**src/rtl/vga_pkg.sv**
```systemverilog
// Shared 640x480@60 Hz timing constants and the sync bundle type used by the
// raster generator and the video encoder.
package vga_pkg;

    localparam int H_ACTIVE = 640;
    localparam int H_FP     = 16;
    localparam int H_SYNC   = 96;
    localparam int H_BP     = 48;
    localparam int V_ACTIVE = 480;
    localparam int V_FP     = 10;
    localparam int V_SYNC   = 2;
    localparam int V_BP     = 33;

    localparam int H_TOTAL  = H_ACTIVE + H_FP + H_SYNC + H_BP;
    localparam int V_TOTAL  = V_ACTIVE + V_FP + V_SYNC + V_BP;

    localparam int COORD_W  = 11;

    // Signals that must stay aligned with the encoder's registered pixel data.
    typedef struct packed {
        logic video;
        logic hs;
        logic vs;
    } sync_bus_t;

    function automatic logic sync_level(input logic active, input logic pol);
        return active ? pol : ~pol;
    endfunction

endpackage

```
**src/rtl/sync_delay.sv**
```systemverilog
// Fixed-depth shift register with a synchronous reset value; depth 0 is a
// plain wire so callers can tune latency without restructuring.
module sync_delay #(
    parameter int DEPTH = 1,
    parameter int WIDTH = 1
) (
    input  logic             clk,
    input  logic             rst,
    input  logic [WIDTH-1:0] rst_val,
    input  logic [WIDTH-1:0] din,
    output logic [WIDTH-1:0] dout
);

    generate
        if (DEPTH == 0) begin : g_bypass
            logic unused_ok;
            assign unused_ok = ^{clk, rst, rst_val};
            assign dout      = din;
        end else begin : g_pipe
            logic [WIDTH-1:0] stage_q [DEPTH];
            logic [WIDTH-1:0] stage_d [DEPTH];

            always_comb begin
                stage_d[0] = din;
                for (int i = 1; i < DEPTH; i++) begin
                    stage_d[i] = stage_q[i-1];
                end
            end

            always_ff @(posedge clk) begin
                for (int i = 0; i < DEPTH; i++) begin
                    if (rst) begin
                        stage_q[i] <= rst_val;
                    end else begin
                        stage_q[i] <= stage_d[i];
                    end
                end
            end

            assign dout = stage_q[DEPTH-1];
        end
    endgenerate

endmodule

```
**src/rtl/vga_timing.sv**
```systemverilog
// Raster scan generator: pixel clock divider, x/y counters, pacing strobes and
// sync/blanking outputs delayed to match the encoder's pipeline.
module vga_timing #(
    parameter int H_ACTIVE = vga_pkg::H_ACTIVE,
    parameter int H_FP     = vga_pkg::H_FP,
    parameter int H_SYNC   = vga_pkg::H_SYNC,
    parameter int H_BP     = vga_pkg::H_BP,
    parameter int V_ACTIVE = vga_pkg::V_ACTIVE,
    parameter int V_FP     = vga_pkg::V_FP,
    parameter int V_SYNC   = vga_pkg::V_SYNC,
    parameter int V_BP     = vga_pkg::V_BP,
    parameter int CLK_DIV  = 2,
    parameter int PIPE_DLY = 1,
    parameter bit SYNC_POL = 1'b0
) (
    input  logic                        clk,
    input  logic                        rst,
    output logic [vga_pkg::COORD_W-1:0] x,
    output logic [vga_pkg::COORD_W-1:0] y,
    output logic                        px_tick,
    output logic                        line_tick,
    output logic                        frame_tick,
    output logic                        video_on,
    output logic                        hsync,
    output logic                        vsync
);

    import vga_pkg::*;

    localparam int H_TOT    = H_ACTIVE + H_FP + H_SYNC + H_BP;
    localparam int V_TOT    = V_ACTIVE + V_FP + V_SYNC + V_BP;
    localparam int HS_START = H_ACTIVE + H_FP;
    localparam int HS_END   = HS_START + H_SYNC;
    localparam int VS_START = V_ACTIVE + V_FP;
    localparam int VS_END   = VS_START + V_SYNC;
    localparam int DIV_W    = 4;

    localparam logic [DIV_W-1:0]   DIV_LAST = DIV_W'(CLK_DIV - 1);
    localparam logic [COORD_W-1:0] X_LAST   = COORD_W'(H_TOT - 1);
    localparam logic [COORD_W-1:0] Y_LAST   = COORD_W'(V_TOT - 1);

    logic [DIV_W-1:0]   div_q, div_d;
    logic [COORD_W-1:0] x_q, x_d;
    logic [COORD_W-1:0] y_q, y_d;

    sync_bus_t sync_raw;
    sync_bus_t sync_out;
    sync_bus_t sync_idle;

    // x advances once per pixel period; y advances only on the last pixel of a line.
    always_comb begin
        div_d      = (div_q == DIV_LAST) ? '0 : div_q + DIV_W'(1);
        px_tick    = (div_q == DIV_LAST);
        line_tick  = px_tick && (x_q == X_LAST);
        frame_tick = line_tick && (y_q == Y_LAST);
        x_d        = x_q;
        y_d        = y_q;
        if (px_tick) begin
            x_d = (x_q == X_LAST) ? '0 : x_q + COORD_W'(1);
        end
        if (line_tick) begin
            y_d = (y_q == Y_LAST) ? '0 : y_q + COORD_W'(1);
        end
    end

    always_ff @(posedge clk) begin
        if (rst) begin
            div_q <= '0;
            x_q   <= '0;
            y_q   <= '0;
        end else begin
            div_q <= div_d;
            x_q   <= x_d;
            y_q   <= y_d;
        end
    end

    always_comb begin
        sync_raw.video = (x_q < COORD_W'(H_ACTIVE)) && (y_q < COORD_W'(V_ACTIVE));
        sync_raw.hs    = sync_level((x_q >= COORD_W'(HS_START)) && (x_q < COORD_W'(HS_END)), SYNC_POL);
        sync_raw.vs    = sync_level((y_q >= COORD_W'(VS_START)) && (y_q < COORD_W'(VS_END)), SYNC_POL);
        sync_idle.video = 1'b0;
        sync_idle.hs    = ~SYNC_POL;
        sync_idle.vs    = ~SYNC_POL;
    end

    sync_delay #(
        .DEPTH (PIPE_DLY),
        .WIDTH ($bits(sync_bus_t))
    ) u_sync_delay (
        .clk     (clk),
        .rst     (rst),
        .rst_val (sync_idle),
        .din     (sync_raw),
        .dout    (sync_out)
    );

    assign x        = x_q;
    assign y        = y_q;
    assign video_on = sync_out.video;
    assign hsync    = sync_out.hs;
    assign vsync    = sync_out.vs;

endmodule

```
**config.mk**
```make
export PLATFORM = sky130hd
export DESIGN_NAME = vga_timing
export DESIGN_NICKNAME = d
export VERILOG_FILES = /design/src/rtl/vga_pkg.sv /design/src/rtl/sync_delay.sv /design/src/rtl/vga_timing.sv
export SDC_FILE = /design/constraint.sdc
export NUM_CORES = 1
export LEC_CHECK = 0
export BUFFER_PORTS_ARGS = -buffer_cell sky130_fd_sc_hd__buf_4
export CAP_MARGIN = 30
export CORE_AREA = 2 2 58 60
export CTS_BUF_LIST = sky130_fd_sc_hd__clkbuf_4 sky130_fd_sc_hd__clkbuf_8 sky130_fd_sc_hd__clkbuf_16
export DETAILED_ROUTE_END_ITERATION = 10
export DIE_AREA = 0 0 60 62
export PLACE_DENSITY = 0.72
export RECOVER_POWER = 100
export REMOVE_ABC_BUFFERS = 1
export SYNTH_ARGS = -nofsm -noshare
export SYNTH_HDL_FRONTEND = slang
export SYNTH_SLANG_ARGS = --single-unit
```
**constraint.sdc**
```tcl
create_clock -name clk -period 1.7 [get_ports clk]
set_input_delay 0.255 -clock clk [delete_from_list [all_inputs] [get_ports clk]]
set_output_delay 0.255 -clock clk [all_outputs]
set_load 0.01 [all_outputs]
```
# Yosys cells after proc, flatten, opt, wreduce, memory -nomap -nowiden
# Memory sizes are Yosys's and may differ from the RTL's.
# Cells that the tools add are included.
[classes]
add_sub_neg = 3
n_lt_le_gt_ge = 6
eq_ne = 3
n_mux = 9
reduce_logical = 7
[op_table]
columns = ["op", "count"]
rows = [
  ["$add 11x1->11 const B", 2],
  ["$eq 11x10->1 const B", 2],
  ["$lt 11x10->1 const B", 2],
  ["$lt 11x9->1 const B", 2],
  ["$mux 11", 2],
  ["$ge 11x10->1 const B", 1],
  ["$ge 11x9->1 const B", 1],
  ["$mux 1", 6],
  ["$logic_and 1x1->1", 5],
  ["$add 4x1->4 const B", 1],
  ["$eq 4x1->1 const B", 1],
  ["$mux 3", 1],
  ["$reduce_or 3->1", 1],
  ["$reduce_or 2->1", 1],
]
[word_totals]
ff_bits = 26
ram_bits = 3
out_inout_bits = 28
wordCells = 32
mem_count = 1
[mem_list]
columns = ["name", "words", "word_bits", "rd", "rd_clocked_by_memory_dff", "wr", "line_no", "text"]
rows = [
  ["u_sync_delay.g_pipe.stage_q", 1, 3, 1, 0, 1, "sync_delay.sv:20", "logic [WIDTH-1:0] stage_q [DEPTH];"],
]

# Logic depth before layout (Yosys ltp)
# Gate-level depths: netlist (run 1).
[depth]
depth_word = 4
depth_mapped = 8

# Hierarchy
# A second synthesis (run 1) with hierarchy kept.
[unflattened]
cells_unflattened = 175
hier_area_um2 = 1467.7
[by_module_without_submodules]
columns = ["module", "n_inst", "cells_each", "area_per_inst_um2", "seq_area_each_um2"]
rows = [
  ["vga_timing", 1, 169, 1373.8, 520.5],
  ["sync_delay", 1, 6, 93.8, 60.1],
]

# Least setup slack after synthesis (run 1)
# Ideal clock, no wire load.
[synth_path]
path_kind = "reg2reg"
startpoint = "register x_q[0], in the netlist x[0]"
endpoint = "register y_q[8], in the netlist y[8]"
setup_time_ps = 74
t_arrival_ps = 1712
required_ps = 1626
setup_slack_ps = -86
stages_incl_launch_ff = 8
path_buffers = 2
synth_period_minus_slack_ps = 1786
cell_sequence = "dfxtp_1 -> ha_1 -> and4bb_1 -> buf_4 -> and4_1 -> buf_4 -> or3b_1 -> a31oi_1"
[synth_between]
elab_chain_len = 2
[synth_rtl]
columns = ["element", "line_no", "text"]
rows = [
  ["start: declaration", "vga_timing.sv:43", "logic [COORD_W-1:0] x_q, x_d;"],
  ["start signal: assignment", "vga_timing.sv:69", "x_q <= '0;"],
  ["start signal: assignment", "vga_timing.sv:73", "x_q <= x_d;"],
  ["$eq 11x10->1", "vga_timing.sv:54", "line_tick = px_tick && (x_q == X_LAST);"],
  ["$logic_and 1x1->1", "vga_timing.sv:54", ""],
  ["end signal: assignment", "vga_timing.sv:74", "y_q <= y_d;"],
  ["end: declaration", "vga_timing.sv:44", "logic [COORD_W-1:0] y_q, y_d;"],
]
# Every way passes these cells.
# A chain may end at the register's enable or synchronous reset.

# Worst setup path in the final report (run 1)
[layout_path]
startpoint = "register x_q[1], in the netlist x[1]"
endpoint = "output frame_tick"
[layout_between]
elab_chain_len = 3
[layout_rtl]
columns = ["element", "line_no", "text"]
rows = [
  ["$eq 11x10->1", "vga_timing.sv:54", ""],
  ["$logic_and 1x1->1", "vga_timing.sv:54", ""],
  ["$logic_and 1x1->1", "vga_timing.sv:55", "frame_tick = line_tick && (y_q == Y_LAST);"],
  ["end: declaration", "vga_timing.sv:22", "output logic frame_tick,"],
]
# Every way passes these cells.

==> metrics.txt, run 1 <==
share of flip-flops with an asynchronous set or reset after synthesis 0; Leakage 0.7600 nW; Final period util 1.052; clk_lat worst skew 0.33 ns; core area 3179 um2; # DRC 0; Remaining Overflow, GRT 0; fraction of layout cells with a size suffix above 1 0.2800; WHS Path Cells 2; vias in the first global route 1248; Hold Slack 0.2111 ns; Synth Cell Area 1428 um2; clk sinks 29; PnR worst setup slack -0.08784 ns; worst relative slew slack 0.7807; Power, Total 0.001343 W; gpl congestion 0.9003; critical-path maximum fanout 3; clock buffer count from CTS 5; Die Y 62 um; I/O pin count 30; met1 Use GR 0.2843; Commonest cells post-synth dfxtp_1 (29), nor2_1 (19), nand2_1 (12), nand3_1 (9); maximum vdd drop 0.0004808 V; top_reg_cell synth dfxtp_1; initial drt markers 32; sequential fraction of the synthesis area 0.4067; # setup viols final 14; placed inst area 1837 um2; CP Capture Type output pin; Int Pwr 0.001006 W; critical path class flop to output pin; M3 GR Usage 0.04141; Max Root-Sink Buffers 2; R2R depth 9; final hold vios 0; Place WS -0.03906 ns; Tightest Pin Transition 0.3260 ns; routed wire length 3706 um; H-tree depth 2; hpwl dp 2612 um; Worst Path Required 1.44 ns; Synth Instances 162; Area Overhead vs Synth 37.42%; failing checks negative setup slack; initial antenna violation count 0; Worst EP arrival 1.53 ns; power per cell area 684.6 nW/um2; Comb power frac 0.133; DIE AREA 3720 um2; met2 GRT Util 0.3276; initial core utilization 0.4490; Distinct cells, synth 37; Diodes inserted 0; FP Rows 21; TritonCTS clock tree built; input/output buffers 29; Worst-path clk slew 0.09 ns; router iterations before antenna repair 4; most common cell in the netlist dfxtp_1; ANT nets after route 0; GRT Total Usage 0.2109; CTS root buffer clkbuf_4; status complete, but fails checks; syn_area_per_cell 8.812 um2; largest net degree at the start of global routing 16; first-pass GRT wire length 5782 um; final core utilization 0.6171; Via density 5.284; Max Cap Viol 0; Slew Limit Fails 0; Final Instance Area 1962 um2; die width 60 um; Post-synth EDFFs 0; Wirelength per Cell 13.68 um; sw power 0.0003376 W; #FFs+latches synth 29; top post-synthesis cells by area dfxtp_1 (41%), nor2_1 (5.0%), xnor2_1 (4.9%); Yosys top cell by area dfxtp_1; worst min path class primary input to flop; global route hottest layer met2; clock network fraction of design power 0.333; unrepaired setup endpoints after global routing true; Synth top area share 0.4067; Net Sw Frac 0.2513; sequential power share 0.534; nets 232; crit path launch type flop; Final Critical Period 1.788 ns; f_max 559.3 MHz; Ys Warns 0; via count 1432; Worst Skew 0.007340 ns
-- placed cells by master, fill, tap and decap left out, drive strengths merged --
cell	count
a21oi	1
a31oi	7
a41o	1
a41oi	1
and2	1
and3	4
and4	5
and4b	1
and4bb	2
buf	38
clkbuf	31
dfxtp	29
ha	5
inv	7
nand2	12
nand3	9
nand4	8
nand4bb	1
nor2	19
nor2b	1
nor3	6
nor3b	1
nor4	4
nor4bb	1
o211ai	3
o21ai	5
o22ai	1
o311a	2
o31ai	3
or3b	3
xnor2	8
xor2	5
-- registers in the layout (all words and copies together) (netlist names) --
signal,flops
x,11
y,11
u_sync_delay.g_pipe.stage_q,3
div_q,4
-- what timing repair did --
action / 4_1_cts / 5_1_grt
endpoints found under the setup margin: 8 / 15
cloned: 0 / 0
gates resized for setup: 20 / 5
buffers inserted: 5 / 5
hold buffers: 0 / 0
pin swaps: 5 / 6
-- logic make-up (layout without fill, tap and decap cells) --
kind of cell / Yosys count / count (layout) / synth area share
xor+xnor: 13 / 13 / 0.07976
compound gates: 24 / 24 / 0.1148
flops: 29 / 29 / 0.4067
simple gates: 78 / 78 / 0.3094
fa+ha+maj: 5 / 5 / 0.04382
buf+inv: 13 / 76 / 0.04557
-- power groups by stage --
stage                      logic, W  clock network [W]  registers [W]
after floorplan           0.0000613                  0       0.000734
after global placement     0.000132                  0       0.000723
after detailed placement   0.000137                  0       0.000725
after CTS                  0.000171           0.000455       0.000718
after global routing       0.000199           0.000485       0.000719
final                      0.000179           0.000447       0.000717
-- per-layer routing --
metal	part of all wire	wire length [um]	vias to the layer above
li1	-	-	721
met1	0.48	1772	680
met2	0.47	1746	25
met3	0.033	123	6
met4	0.017	63	0
met5	0	0	-
-- worst max-delay path, cell delays in order, from the launching register on --
cell	delay [ns]
dfxtp_2	0.37
ha_4	0.15
and4bb_2	0.24
nand4_1	0.17
nor2_2	0.15
buf_4	0.12
-- cell type report --
cell class	count	area [um2]
repair buffers	62	386.6
inverters	7	28.78
well taps	46	57.56
fillers	299	1217
multi-input cells	120	844.6
clock buffers	7	58.81
flip-flops and latches	29	585.6
-- per-stage QoR --
step	instances	TNS [ns]
floorplan	156	-0.2358
global placement	254	0
detailed placement	254	-0.05442
CTS	266	-0.09633
global route	271	-1.959
finish	271	-0.8147
-- worst paths after layout --
| path | slack (ns) | to | startpoint |
|---|---|---|---|
| hold reg to reg | 0.51 | y[0] | y[0] |
| hold / removal | 0.21 | x[1] | rst |
| setup / recovery | -0.09 | frame_tick | x[1] |
| setup reg to reg | -0.08 | x[6] | div_q[1] |
Note: power is estimated with default switching activity, not from simulation.
==> run 2, diff against run 1 <==
--- a/config.mk
+++ b/config.mk
@@ -7,11 +7,11 @@
 export LEC_CHECK = 0
 export BUFFER_PORTS_ARGS = -buffer_cell sky130_fd_sc_hd__buf_4
 export CAP_MARGIN = 30
-export CORE_AREA = 2 2 58 60
+export CORE_AREA = 2 2 55 57
 export CTS_BUF_LIST = sky130_fd_sc_hd__clkbuf_4 sky130_fd_sc_hd__clkbuf_8 sky130_fd_sc_hd__clkbuf_16
 export DETAILED_ROUTE_END_ITERATION = 10
-export DIE_AREA = 0 0 60 62
-export PLACE_DENSITY = 0.72
+export DIE_AREA = 0 0 57 59
+export PLACE_DENSITY = 0.76
 export RECOVER_POWER = 100
 export REMOVE_ABC_BUFFERS = 1
 export SYNTH_ARGS = -nofsm -noshare
==> constraint.sdc (replaced) <==
create_clock -name clk -period 1.75 [get_ports clk]
set_input_delay 0.2625 -clock clk [delete_from_list [all_inputs] [get_ports clk]]
set_output_delay 0.2625 -clock clk [all_outputs]
set_load 0.01 [all_outputs]
==> run 2 against run 1 <==
Effect of this change: the flow still finishes with violations (negative setup slack); sequential share of layout area down 0.77 points; final area up 2.9%; cell count is 7.0% lower.
==> metrics.txt, run 2 (synthesized netlist as in run 1, its figures left out) <==
status complete, but fails checks; failing checks negative setup slack; initial antenna violation count 0 (unchanged); # setup viols final 5 (-9); power per cell area 780.5 nW/um2 (+14%); nets 227 (-2.2%); Wirelength per Cell 16.11 um (+18%); top layer in use met4; initial drt markers 55 (+72%); gpl congestion 0.8234 (-8.5%); Diodes inserted 0 (unchanged); worst min path class primary input to flop; R2R depth 8 (-1); Via density 5.909 (+12%); Critical R2R Launch div_q[1]; Leakage 0.7812 nW (+2.8%); quantity of hold-fixing buffers added after cts 0 (unchanged); largest net degree at the start of global routing 16 (unchanged); CTS root buffer clkbuf_4; terminus of the critical flop-to-flop path y[8]; f_max 539.4 MHz; CP Capture Type output pin; router iterations before antenna repair 6 (+2); Met1 Routed Length 1703 um (-3.9%); ANT nets after route 0 (unchanged); fraction of layout cells with a size suffix above 1 0.3303 (+0.05032); core area 2710 um2 (-15%); flop2flop setup slack -0.02 ns (+0.06 ns); Tightest Pin Transition 0.5120 ns (+0.1861 ns); PnR worst setup slack -0.1038 ns (-0.01599 ns); WL met3 313 um (+150%); FF/Latch Area 586.8 um2 (+0.21%); Worst EP arrival 1.59 ns (+0.06 ns); final core utilization 0.7447 (+0.1276); via count 1489 (+4.0%); Final period util 1.059; TritonCTS clock tree built; commonest non-fill, non-tap cell in the layout buf_4; Final Critical Period 1.854 ns; I/O pin count 30 (unchanged); worst relative slew slack 0.6541 (-0.1266); GRT Total Usage 0.2427 (+0.03185); Layout fillers 214 (-28%); Power, Total 0.001575 W (+17%); worst hold path endpoint x[1]; clk sinks 29 (unchanged); vias in the first global route 1378 (+10%); most frequent cells in the layout buf_4 (34), dfxtp_1 (24), nor2_1 (19), clkbuf_1 (19), nand2_1 (11); hpwl dp 2543 um (-2.6%); area taken by multi-input logic gates 889.6 um2 (+5.3%); final hold vios 0 (unchanged); Worst-path clk slew 0.10 ns (about the same); FP Rows 19 (-9.5%); DIE AREA 3363 um2 (-9.6%); Remaining Overflow, GRT 0 (unchanged); clock buffer count from CTS 5 (unchanged); routed wire length 4060 um (+9.6%); crit path launch type flop; placed inst area 1750 um2 (-4.7%); initial core utilization 0.5268 (+0.07774); Place WS -0.04963 ns (-0.01057 ns); unrepaired setup endpoints after global routing true; # DRC 0 (unchanged); clk_lat worst skew 0.34 ns (about the same); Slew Limit Fails 0 (unchanged); Worst Skew 0.009752 ns (+0.002412 ns); Area Overhead vs Synth 41.37%; Max Cap Viol 0 (unchanged); Met2 Routed Length 1960 um (+12%); Worst Path Required 1.49 ns (+0.05 ns); WHS Path Cells 2 (unchanged); critical-path maximum fanout 9 (+6); Die Y 59 um (-4.8%); Hold Crit Start rst; die width 57 um (-5.0%); maximum vdd drop 0.0009821 V (+100%); input/output buffers 29 (unchanged); Max Root-Sink Buffers 2 (unchanged); critical path class flop to output pin; Final Instance Area 2018 um2 (+2.9%); first-pass GRT wire length 6223 um (+7.6%); H-tree depth 2 (unchanged)
run 2: worst max-delay path: stages, from the launching register on:
cell	delay, ns
dfxtp_1	0.44
nor4bb_4	0.36
nand3_2	0.14
nor2_1	0.16
buf_4	0.15
run 2: how the worst max path moves through the flow:
| stage | from | endpoint | slack, ns | cells past startpoint |
|---|---|---|---|---|
| global placement | div_q[0] | x[9] | 0.05 | 5 |
| detailed placement | y[1] | frame_tick | -0.05 | 6 |
| global route | div_q[1] | line_tick | -0.16 | 7 |
| CTS | div_q[1] | line_tick | -0.07 | 7 |
| finish | y[4] | frame_tick | -0.10 | 4 |
| floorplan | x[0] | y[8] | -0.07 | 5 |
run 2: repair_timing:
| action | CTS | global route |
|---|---|---|
| setup endpoints to repair | 11 | 14 |
| gates cloned | 0 | 0 |
| gates resized for setup | 24 | 17 |
| buffers inserted | 11 | 4 |
| pin swaps | 7 | 8 |
run 2: area by class of cell:
type / instances / area share
clock inverters: 3 / 0.03224
flip-flops and latches: 29 / 0.2908
multi-input cells: 120 / 0.4408
inverters: 7 / 0.01426
clock buffers: 5 / 0.01860
well taps: 31 / 0.01922
repair buffers: 57 / 0.1841
run 2: metal layers:
| metal | vias to the layer above | track usage |
|---|---|---|
| met4 | 0 | 0.1495 |
| met1 | 698 | 0.2855 |
| li1 | 714 | - |
| met3 | 12 | 0.06114 |
| met5 | - | 0 |
| met2 | 65 | 0.3990 |
run 2: per-stage QoR:
stage	TNS, ns	cells	hold slack [ns]
2_1_floorplan	-0.1358	156	0.3316
3_3_place_gp	0	230	0.4740
3_5_place_dp	-0.08503	230	0.4993
4_1_cts	-0.1139	249	0.2007
5_1_grt	-1.101	252	0.2132
6_report	-0.2993	252	0.2176
run 2: power by group:
part | switching, W | total (W) | internal (W)
registers | 0.0000161 | 0.000697 | 0.000681
logic | 0.0000912 | 0.000189 | 0.0000977
clock network | 0.000247 | 0.000689 | 0.000442
total | 0.000354 | 0.00158 | 0.00122
==> run 3, diff against run 2 <==
--- a/config.mk
+++ b/config.mk
@@ -8,7 +8,6 @@
 export BUFFER_PORTS_ARGS = -buffer_cell sky130_fd_sc_hd__buf_4
 export CAP_MARGIN = 30
 export CORE_AREA = 2 2 55 57
-export CTS_BUF_LIST = sky130_fd_sc_hd__clkbuf_4 sky130_fd_sc_hd__clkbuf_8 sky130_fd_sc_hd__clkbuf_16
 export DETAILED_ROUTE_END_ITERATION = 10
 export DIE_AREA = 0 0 57 59
 export PLACE_DENSITY = 0.76
==> constraint.sdc (replaced) <==
create_clock -name clk -period 1.75 [get_ports clk]
set_input_delay 0.35 -clock clk [delete_from_list [all_inputs] [get_ports clk]]
set_output_delay 0.35 -clock clk [all_outputs]
set_load 0.01 [all_outputs]
==> run 3 against run 2 <==
Effect of this change: the flow still finishes with violations (negative setup slack); global-route usage grew 0.091 points; critical path depth did not move; setup slack worse by 0.026 ns; fmax shrank 1.4%; worst hold slack gained 0.21 ns; utilization increased by 0.83 points; cell count is 0.40% higher; wire length shrank 5.5%; power down 13%; register-to-register slack better by 0.08 ns; final area is 1.1% higher; first-iteration DRC count up 16%.
==> metrics.txt, run 3 (synthesized netlist as in run 1, its figures left out) <==
status complete, but fails checks; failing checks negative setup slack; initial drt markers 64 (+16%); Worst-path clk slew 0.09 ns (about the same); initial core utilization 0.5268 (unchanged); Remaining Overflow, GRT 0 (unchanged); Place WS 0.03028 ns (+0.07992 ns); unrepaired setup endpoints after global routing true; Max Cap Viol 0 (unchanged); CP Capture Type output pin; core area 2710 um2 (unchanged); critical path class flop to output pin; die width 57 um (unchanged); # setup viols final 2 (-3); worst relative slew slack 0.7240 (+0.06982); router iterations before antenna repair 5 (-1); # DRC 0 (unchanged); I/O pin count 30 (unchanged); CTS root buffer clkbuf_4; initial antenna violation count 0 (unchanged); Wirelength per Cell 15.17 um (-5.8%); Die Y 59 um (unchanged); Tightest Pin Transition 0.4087 ns (-0.1034 ns); power per cell area 671.1 nW/um2 (-14%); commonest non-fill, non-tap cell in the layout buf_4; nets 228 (+0.44%); Final period util 1.074 (+0.01462); via count 1470 (-1.3%); vias in the first global route 1375 (-0.22%); Worst Skew 0.009905 ns (+0.0001532 ns); Leakage 0.8678 nW (+11%); clk_lat worst skew 0.32 ns (-0.02 ns); Worst EP arrival 1.53 ns (-0.06 ns); quantity of hold-fixing buffers added after cts 0 (unchanged); largest net degree at the start of global routing 15 (-1); critical-path maximum fanout 8 (-1); input/output buffers 29 (unchanged); Worst Path Required 1.40 ns (-0.09 ns); Diodes inserted 0 (unchanged); Slew Limit Fails 0 (unchanged); hpwl dp 2553 um (+0.38%); crit path launch type flop; gpl congestion 0.8486 (+3.1%); maximum vdd drop 0.0006026 V (-39%); Via density 5.810 (-1.7%); routed wire length 3838 um (-5.5%); ANT nets after route 0 (unchanged); placed instance count 232 (+0.87%); first-pass GRT wire length 6375 um (+2.4%); GRT Total Usage 0.2436 (+0.0009129); Area Overhead vs Synth 42.95%; clock buffer count from CTS 5 (unchanged); H-tree depth 2 (unchanged); f_max 532.1 MHz (-1.4%); setup TNS -0.2087 ns (+0.09067 ns); final hold vios 0 (unchanged); Max Root-Sink Buffers 2 (unchanged); fraction of layout cells with a size suffix above 1 0.3919 (+0.06158); TritonCTS clock tree built; clk sinks 29 (unchanged); most frequent cells in the layout buf_4 (56), dfxtp_1 (22), nor2_1 (19), nand2_1 (12), nand3_1 (9); PnR worst setup slack -0.1294 ns (-0.02558 ns); DIE AREA 3363 um2 (unchanged); Hold Slack 0.4267 ns (+0.2091 ns); final core utilization 0.7530 (+0.008310); Non-Filler Instances 253 (+0.40%); FP Rows 19 (unchanged); Final Critical Period 1.879 ns (+0.02558 ns); worst min path class primary input to flop
## run 3: cell types whose count changed in the layout (fill, tap and decap cells not counted), moves of 2 or more
cell,change
bufinv_16,-2
buf_4,+22
inv_2,-3
inv_1,+3
buf_6,-2
dfxtp_1,-2
clkbuf_1,-19
clkbuf_8,+2
## run 3: layout make-up
class / count / area (um2)
fillers: 205 / 669.4
clock inverters: 1 / 5.005
multi-input cells: 120 / 868.3
flip-flops and latches: 29 / 591.8
inverters: 7 / 28.78
clock buffers: 7 / 65.06
well taps: 31 / 38.79
repair buffers: 58 / 442.9
## run 3: final timing paths
kind	from	end	slack, ns	depth (start not counted)
setup reg to reg	div_q[1]	y[10]	0.06	8
hold / removal	rst	x[1]	0.43	3
setup / recovery	x[7]	frame_tick	-0.13	4
hold reg to reg	y[0]	y[0]	0.49	1
## run 3: timing repair
| action | CTS | global route |
|---|---|---|
| endpoints found under the setup margin | 3 | 16 |
| endpoints found under the hold margin | 0 | 0 |
| setup buffers | 10 | 3 |
| pin swaps | 6 | 3 |
| resized for setup | 17 | 12 |
## run 3: critical path, cell delays in order (launching register included)
cell and delay [ns]:
dfxtp_1 0.41, nor2_1 0.28, nand4_1 0.24, nor2_1 0.16, buf_4 0.13
## run 3: power breakdown
group          internal [W]  total, W  switching, W  leakage [nW]
combinational      0.000114  0.000206     0.0000929         0.589
clock              0.000233  0.000466      0.000233        0.0413
sequential         0.000679  0.000697     0.0000178         0.238
## run 3: per-stage QoR
step,power [W],area (um2)
floorplan,0.0007727,1389
global placement,0.0008261,1765
detailed placement,0.0008325,1765
CTS,0.001345,1967
global route,0.001428,2041
finish,0.001369,2041
## run 3: routing by layer
metal,share of wire,up-vias,global-route usage
met5,0,-,0
met4,0.015,0,0.09967
met3,0.061,8,0.05459
met2,0.49,53,0.3908
met1,0.44,694,0.3201
li1,-,715,-
